## src/rtl/cam_update_sched.sv

```systemverilog
// Update scheduler for a LUTRAM CAM bank: serialises insert/invalidate/flush onto
// two-cycle entry updates, tracks validity and qualifies raw entry hits.
module cam_update_sched #(
  parameter int ENTRIES         = 8,
  parameter int PACKS_OF_5_BITS = 4,
  localparam int KEY_W          = 5 * PACKS_OF_5_BITS,
  localparam int IDX_W          = $clog2(ENTRIES)
) (
  input  logic               clk,
  input  logic               rst_n,
  input  logic               ins_valid_i,
  output logic               ins_ready_o,
  input  logic [KEY_W-1:0]   ins_key_i,
  output logic [IDX_W-1:0]   ins_idx_o,
  input  logic               inv_valid_i,
  output logic               inv_ready_o,
  input  logic [IDX_W-1:0]   inv_idx_i,
  input  logic               flush_i,
  output logic [ENTRIES-1:0] cam_update_o,
  output logic [KEY_W-1:0]   cam_set_key_o,
  output logic               cam_set_valid_o,
  input  logic [ENTRIES-1:0] cam_hit_i,
  output logic               lookup_hit_o,
  output logic [IDX_W-1:0]   lookup_idx_o,
  output logic               lookup_multi_o,
  output logic               lookup_stall_o,
  output logic               busy_o
);

  typedef enum logic [1:0] {
    ST_INIT   = 2'd0,
    ST_ISSUE  = 2'd1,
    ST_SETTLE = 2'd2,
    ST_IDLE   = 2'd3
  } state_e;

  state_e             state_q, state_d;
  logic [ENTRIES-1:0] valid_q, valid_d;
  logic [ENTRIES-1:0] update_q, update_d;
  logic [ENTRIES-1:0] mask_q, mask_d;
  logic [KEY_W-1:0]   set_key_q, set_key_d;
  logic               set_valid_q, set_valid_d;
  logic               flush_q, flush_d;
  logic [IDX_W-1:0]   rr_q, rr_d;

  logic [IDX_W-1:0]   victim;
  logic               victim_free;
  logic [ENTRIES-1:0] qual;
  logic [IDX_W-1:0]   hit_idx;
  logic               hit_found;
  logic [ENTRIES-1:0] onehot;
  logic               idle;
  logic               flush_pend;

  assign idle       = (state_q == ST_IDLE);
  assign flush_pend = flush_q | flush_i;

  assign inv_ready_o = idle & ~flush_pend;
  assign ins_ready_o = idle & ~flush_pend & ~inv_valid_i;

  // Lowest invalid entry wins; a full bank falls back to the round-robin pointer.
  always_comb begin
    victim      = rr_q;
    victim_free = 1'b0;
    for (int unsigned i = 0; i < ENTRIES; i++) begin
      if (!victim_free && !valid_q[i]) begin
        victim      = IDX_W'(i);
        victim_free = 1'b1;
      end
    end
  end

  assign ins_idx_o = victim;

  always_comb begin
    qual      = cam_hit_i & valid_q & ~mask_q;
    hit_idx   = '0;
    hit_found = 1'b0;
    for (int unsigned i = 0; i < ENTRIES; i++) begin
      if (!hit_found && qual[i]) begin
        hit_idx   = IDX_W'(i);
        hit_found = 1'b1;
      end
    end
  end

  assign lookup_hit_o   = |qual;
  assign lookup_idx_o   = hit_idx;
  assign lookup_multi_o = |(qual & (qual - ENTRIES'(1)));
  assign lookup_stall_o = ~idle;
  assign busy_o         = ~idle;

  always_comb begin
    state_d     = state_q;
    update_d    = '0;
    mask_d      = mask_q;
    valid_d     = valid_q;
    rr_d        = rr_q;
    set_key_d   = set_key_q;
    set_valid_d = set_valid_q;
    flush_d     = flush_q | flush_i;
    onehot      = '0;
    case (state_q)
      // Reset leaves the strobe register at 0, so the INIT cycle loads the
      // all-ones clear and drives it through the regular ISSUE/SETTLE pair.
      ST_INIT: begin
        update_d    = '1;
        mask_d      = '1;
        set_key_d   = '0;
        set_valid_d = 1'b0;
        state_d     = ST_ISSUE;
      end
      ST_ISSUE: state_d = ST_SETTLE;
      ST_SETTLE: begin
        mask_d  = '0;
        state_d = ST_IDLE;
      end
      ST_IDLE: begin
        if (flush_pend) begin
          flush_d     = 1'b0;
          update_d    = '1;
          mask_d      = '1;
          valid_d     = '0;
          set_key_d   = '0;
          set_valid_d = 1'b0;
          state_d     = ST_ISSUE;
        end else if (inv_valid_i) begin
          onehot[inv_idx_i]  = 1'b1;
          update_d           = onehot;
          mask_d             = onehot;
          valid_d[inv_idx_i] = 1'b0;
          set_key_d          = '0;
          set_valid_d        = 1'b0;
          state_d            = ST_ISSUE;
        end else if (ins_valid_i) begin
          onehot[victim]  = 1'b1;
          update_d        = onehot;
          mask_d          = onehot;
          valid_d[victim] = 1'b1;
          set_key_d       = ins_key_i;
          set_valid_d     = 1'b1;
          if (!victim_free) rr_d = rr_q + 1'b1;
          state_d         = ST_ISSUE;
        end
      end
      default: state_d = ST_INIT;
    endcase
  end

  always_ff @(posedge clk or negedge rst_n) begin
    if (!rst_n) begin
      state_q     <= ST_INIT;
      valid_q     <= '0;
      update_q    <= '0;
      mask_q      <= '0;
      set_key_q   <= '0;
      set_valid_q <= 1'b0;
      flush_q     <= 1'b0;
      rr_q        <= '0;
    end else begin
      state_q     <= state_d;
      valid_q     <= valid_d;
      update_q    <= update_d;
      mask_q      <= mask_d;
      set_key_q   <= set_key_d;
      set_valid_q <= set_valid_d;
      flush_q     <= flush_d;
      rr_q        <= rr_d;
    end
  end

  assign cam_update_o    = update_q;
  assign cam_set_key_o   = set_key_q;
  assign cam_set_valid_o = set_valid_q;

endmodule

```

## config.mk

```make
export PLATFORM = sky130hd
export DESIGN_NAME = cam_update_sched
export DESIGN_NICKNAME = d
export VERILOG_FILES = /design/src/rtl/cam_update_sched.sv
export SDC_FILE = /design/constraint.sdc
export NUM_CORES = 1
export LEC_CHECK = 0
export ABC_CLOCK_PERIOD_IN_PS = 5100
export CAP_MARGIN = 20
export CORE_ASPECT_RATIO = 0.6
export CORE_MARGIN = 10
export CORE_UTILIZATION = 47
export DETAILED_ROUTE_END_ITERATION = 6
export PLACE_DENSITY = 0.8
export RECOVER_POWER = 50
export SLEW_MARGIN = 20
export SYNTH_ARGS = -nofsm -noshare
export SYNTH_HDL_FRONTEND = slang
export SYNTH_SLANG_ARGS = --single-unit
```

## constraint.sdc

```tcl
create_clock -name clk -period 5.1 [get_ports clk]
set_input_delay 0.51 -clock clk [delete_from_list [all_inputs] [get_ports clk]]
set_output_delay 0.51 -clock clk [all_outputs]
set_load 0.05 [all_outputs]
```

==> results.txt, run 1 <==
outcome: complete, but fails checks
failing checks: capacitance limit, slew limit
Final min period: 3.30 ns
global route overflow: 0
mean area per synthesized cell: 8.58 um^2
clock-pin slew on the worst setup and hold paths: 0.10 ns
hold crit path type: primary input to async pin
Slew Limit Fails: 34
# Post-CTS Setup Buffers: 0
Worst Path Max Fanout: 21
final period utilization: 64.8%
later-pin clock latency in the skew report: 0.31 ns
diodes inserted: 0
top cells by area, synth: dfrtp_1 (50%), o21ai_0 (9.9%), nand2_1 (8.9%), a21oi_1 (4.3%), nor2_1 (3.9%)
Peak supply drop: 0.000488 V
CTS tree: built
cell taking the most area after synthesis: dfrtp_1
Leak: 0.00147 uW
top cells by instance count after synthesis: nand2_1 (61), dfrtp_1 (51), o21ai_0 (51)
via count: 2469
final std cells w/o fill: 444
IO buf count: 76
CP Capture Type: output port
Syn Inst Count: 300
Die Y: 77.3 um
CP Launch Type: primary input
Hold Violations, Final: 0
initial antenna violation count: 0
dpl hpwl: 5.88 mm
Post-synth top flop: dfrtp_1
WL/cell: 16.9 um
global-route wire length before repair: 11.8 mm
final RePlAce weighted congestion: 0.970
Routed Antenna Nets: 0
Synth warnings: 0
clock sinks: 51
Core Rows: 20
clock buffer depth: 2
most frequent cell after synthesis: nand2_1
Async SR Flop Fraction: 100%
max_cap viols: 1
final setup fails: 0
placed insts: 436
Yosys cell types: 42
Worst Hold Slack: 0.314 ns
die area: 8930 um^2
Slew @ Worst Pin: 1.75 ns
starting density of the core: 49.7%
fmax: 0.303 GHz
Synth Net Count: 342
Area Overhead vs Synth: 35.0%
Reg area: 1280 um^2
largest net degree at the start of global routing: 43
Nets: 419
post-layout util: 67.1%
pwr dens: 434 nW/um^2
TNS Setup: 0 ns
final wirelength: 7.49 mm
worst path required time: 4.59 ns
RSZ-0062 raised after global routing: false
aggregate global-route resource usage: 16.3%
flops & latches, synth: 51
Seq/Total Area, Yosys: 49.6%
multi-input gate area in the final layout: 1200 um^2
Pwr Total: 1510 uW
drt pass-1 iters: 5
Die X-Extent: 116 um
cts bufs inserted: 5
relative slew slack: -16.7%
share of cells above drive strength 1: 5.03%
Setup CP Type: primary input to output port
post-route clock skew: 0.00709 ns
Fillers: 432
CTS Hold Bufs: 0
synthesized area: 2570 um^2
vias in the first global route: 2331
critical path arrival: 2.79 ns
H-tree depth: 2
Post-synth EDFFs: 0
DRC Markers: 0
CTS root buf: clkbuf_8
Top-Level Pins: 77
Via density: 5.56
area fraction of the dominant cell type after synthesis: 49.6%
# resized after CTS: 0
DR iter-0 viols: 226
CORE AREA: 5180 um^2
[routing by layer]
metal	up-vias	routed length [um]	track usage [%]
met5	-	0	0
met4	0	80	4.03
met3	9	707	4.35
met2	122	3340	24.5
met1	1155	3360	22.6
li1	1183	-	-
[power by group]
part | internal (uW) | total (uW) | switching, uW | leakage, uW
sequential | 487 | 537 | 50.1 | 0.000663
combinational | 213 | 733 | 520 | 0.000756
clock | 97.0 | 238 | 141 | 0.0000483
total | 797 | 1510 | 710 | 0.00147
[kinds of logic after synthesis]
group	count (synthesis)	share of synthesized area, %
AO/OA/AOI/OAI	91	19.2
buffers and inverters	22	3.60
adder cells (fa/ha/maj)	6	2.92
AND/OR/NAND/NOR	126	23.0
XOR/XNOR	2	0.681
flip-flops	51	49.6
multiplexers	2	1.02
[cell usage in the layout (no fill, tap or decap), types with 3 or more instances in the layout]
| cell | instances |
|---|---|
| nor3_1 | 4 |
| clkbuf_8 | 5 |
| nand2b_1 | 4 |
| nand2_1 | 61 |
| o21ai_0 | 51 |
| dfrtp_1 | 51 |
| clkdlybuf4s50_1 | 56 |
| nor2b_1 | 5 |
| a31oi_1 | 8 |
| dlygate4sd3_1 | 19 |
| nand3_1 | 5 |
| ha_1 | 6 |
| buf_4 | 3 |
| a21oi_1 | 22 |
| inv_1 | 12 |
| nand3b_1 | 4 |
| nor2_1 | 28 |
[state kept, by name, summed over array words and instances, names as in the netlist]
signal / count
valid_q: 8
cam_set_valid_o: 1
state_q: 2
cam_update_o: 8
cam_set_key_o: 20
flush_q: 1
mask_q: 8
rr_q: 3
[through the flow]
stage          setup slack, ns  area, um^2
2_1_floorplan             2.39        2570
3_3_place_gp              1.86        3390
3_5_place_dp              1.83        3410
4_1_cts                   1.82        3490
5_1_grt                   1.72        3470
6_report                  1.80        3470
[critical path, cell delays in order]
cell and delay, ns:
dlygate4sd3_1 0.59, nand2b_1 0.19, or3_4 0.35, inv_1 0.06, buf_4 0.23, clkdlybuf4s50_1 0.85
[worst paths after layout]
path	from	to	slack [ns]	cells after the start
worst max-delay path	flush_i	ins_ready_o	1.80	6
worst min-delay path	rst_n	valid_q[4]$_DFFE_PN0P_	0.31	1
worst max register to register	state_q[0]$_DFFE_PN0P_	cam_set_key_o[5]$_DFFE_PN0P_	2.69	6
worst min register to register	rr_q[2]$_DFFE_PN0P_	rr_q[2]$_DFFE_PN0P_	0.47	1
max in group asynchronous	rst_n	mask_q[6]$_DFFE_PN0P_	2.66	2
min in group clk	rr_q[2]$_DFFE_PN0P_	rr_q[2]$_DFFE_PN0P_	0.47	1
[final cells by class]
| cell class | instances | area share, % |
|---|---|---|
| Clock buffer | 5 | 1.98 |
| Inverter | 12 | 1.30 |
| Timing Repair Buffer | 80 | 22.5 |
| Clock inverter | 3 | 0.540 |
| Multi-Input combinational cell | 227 | 34.6 |
| Sequential cell | 51 | 36.7 |
| Tap cell | 66 | 2.38 |
No activity file was read; power rests on OpenSTA's default activity.
==> run 2: changes to the inputs <==
Settings changed: ABC_CLOCK_PERIOD_IN_PS 5100 to 2700, CORE_UTILIZATION 47 to 42, PLACE_DENSITY 0.8 to 0.75.
Clock period 5.1 ns to 2.7 ns, I/O delays scaled along.
==> run 2 against run 1 <==
Against the previous run:
- the flow now finishes without violations
- register-to-register slack worse by 2.3 ns
- setup slack got worse by 1.6 ns
- critical path type is now register to output port
- combinational power rose by 94%
- wire length up 2.0%
- highest routed layer unchanged
- global-route usage decreased by 0.83 points
- hold slack improved by 0.17 ns
==> results.txt, run 2 (synthesis results as in run 1) <==
max_cap viols: 0
Slew Limit Fails: 0
WL/cell: 16.5 um
post-layout util: 62.4%
CTS tree: built
CTS root buf: clkbuf_8
outcome: finished, final reports clean
Hold EP: rr_q[2]$_DFFE_PN0P_
min-delay src: rr_q[2]$_DFFE_PN0P_
drt pass-1 iters: 4
Routed Antenna Nets: 0
vias in the first global route: 2338
r2r worst-path depth: 7
largest net degree at the start of global routing: 41
Post-DP Area: 3460 um^2
Die Y: 80.6 um
via count: 2430
clock buffer depth: 2
Via density: 5.24
TNS Setup: 0 ns
commonest non-fill, non-tap cells in the layout: nand2_1 (61), o21ai_0 (51), dfrtp_1 (51), clkdlybuf4s50_1 (50), nor2_1 (28)
Setup CP Type: register to output port
RSZ-0062 raised after global routing: false
clock sinks: 51
pwr dens: 833 nW/um^2
Peak supply drop: 0.000936 V
initial antenna violation count: 0
Top-Level Pins: 77
aggregate global-route resource usage: 15.5%
IO buf count: 76
Final min period: 2.52 ns
launch point of the worst path: valid_q[4]$_DFFE_PN0P_
Pwr Total: 2990 uW
Nets: 425
DRC Markers: 0
Hold Violations, Final: 0
final RePlAce weighted congestion: 0.921
starting density of the core: 44.7%
dpl hpwl: 6.02 mm
die area: 9760 um^2
clock-pin slew on the worst setup and hold paths: 0.09 ns
CORE AREA: 5750 um^2
DR iter-0 viols: 191
FF-to-FF End: cam_set_key_o[5]$_DFFE_PN0P_
Slew @ Worst Pin: 1.30 ns
Core Rows: 21
Critical R2R Launch: state_q[0]$_DFFE_PN0P_
hold crit path type: register to register
cts bufs inserted: 5
Area Overhead vs Synth: 39.4%
Leak: 0.00153 uW
diodes inserted: 0
reg-to-reg slack, setup: 0.41 ns
CP Capture Type: output port
relative slew slack: 13.5%
final setup fails: 0
# resized after CTS: 0
Worst Hold Slack: 0.481 ns
share of cells above drive strength 1: 8.33%
post-route clock skew: 0.00839 ns
H-tree depth: 2
Worst Path Max Fanout: 8
global-route wire length before repair: 12.1 mm
hold path depth: 1
final period utilization: 93.3%
final wirelength: 7.64 mm
later-pin clock latency in the skew report: 0.31 ns
Post-Layout Inst Area: 3590 um^2
fmax: 0.397 GHz
CP Launch Type: register
max reg flops: 20
global route overflow: 0
Die X-Extent: 121 um
critical path arrival: 2.25 ns
commonest non-fill, non-tap cell in the layout: nand2_1
worst path required time: 2.43 ns
-- run 2: cell types whose count changed in the layout (fill, tap and decap cells not counted) --
cell / change
buf_12: +3
buf_4: +8
bufinv_16: +1
clkbuf_1: -1
clkbuf_2: +1
clkbuf_4: +1
clkdlybuf4s50_1: -6
clkinv_2: -2
clkinvlp_4: +1
-- run 2: report_power, final --
part	internal [uW]	switching, uW
clock	279	264
sequential	920	101
combinational	437	987
-- run 2: layer usage --
metal | routed length, um | track usage (%)
met4 | 94 | 5.04
met1 | 3620 | 21.9
met3 | 546 | 3.49
met2 | 3380 | 22.6
met5 | 0 | 0
-- run 2: area by class of cell --
cell class | instances | area (um^2)
clock buffer | 5 | 68.8
clock inverter | 3 | 46.3
fill | 492 | 2170
inverter | 12 | 45.0
multi-input combinational | 227 | 1200
sequential | 51 | 1280
tap | 80 | 100
timing repair buffer | 86 | 850
-- run 2: worst max-delay path by stage --
stage | endpoint | slack [ns] | cells past startpoint
6_report | ins_idx_o[1] | 0.18 | 5
2_1_floorplan | lookup_idx_o[0] | 0.29 | 4
3_3_place_gp | rr_q[2]$_DFFE_PN0P_ | 0.47 | 6
3_5_place_dp | cam_set_key_o[5]$_DFFE_PN0P_ | 0.38 | 7
5_1_grt | ins_idx_o[1] | 0.08 | 5
4_1_cts | ins_idx_o[1] | 0.20 | 5
-- run 2: repair_timing --
item,in CTS,in global routing
hold endpoints to repair,24,0
setup endpoints to repair,0,0
hold buffers,1,0
setup buffers,0,0
-- run 2: metrics by stage --
step	instances	setup WS, ns
5_1_grt	464	0.0831
3_5_place_dp	454	0.384
6_report	464	0.182
4_1_cts	463	0.196
2_1_floorplan	300	0.293
3_3_place_gp	454	0.472
-- run 2: worst max-delay path, stage by stage, from the launching register on --
cell             delay, ns
dfrtp_1               0.52
nand2_1               0.10
a31oi_1               0.34
a21oi_1               0.07
nor2_1                0.09
clkdlybuf4s50_1       0.81
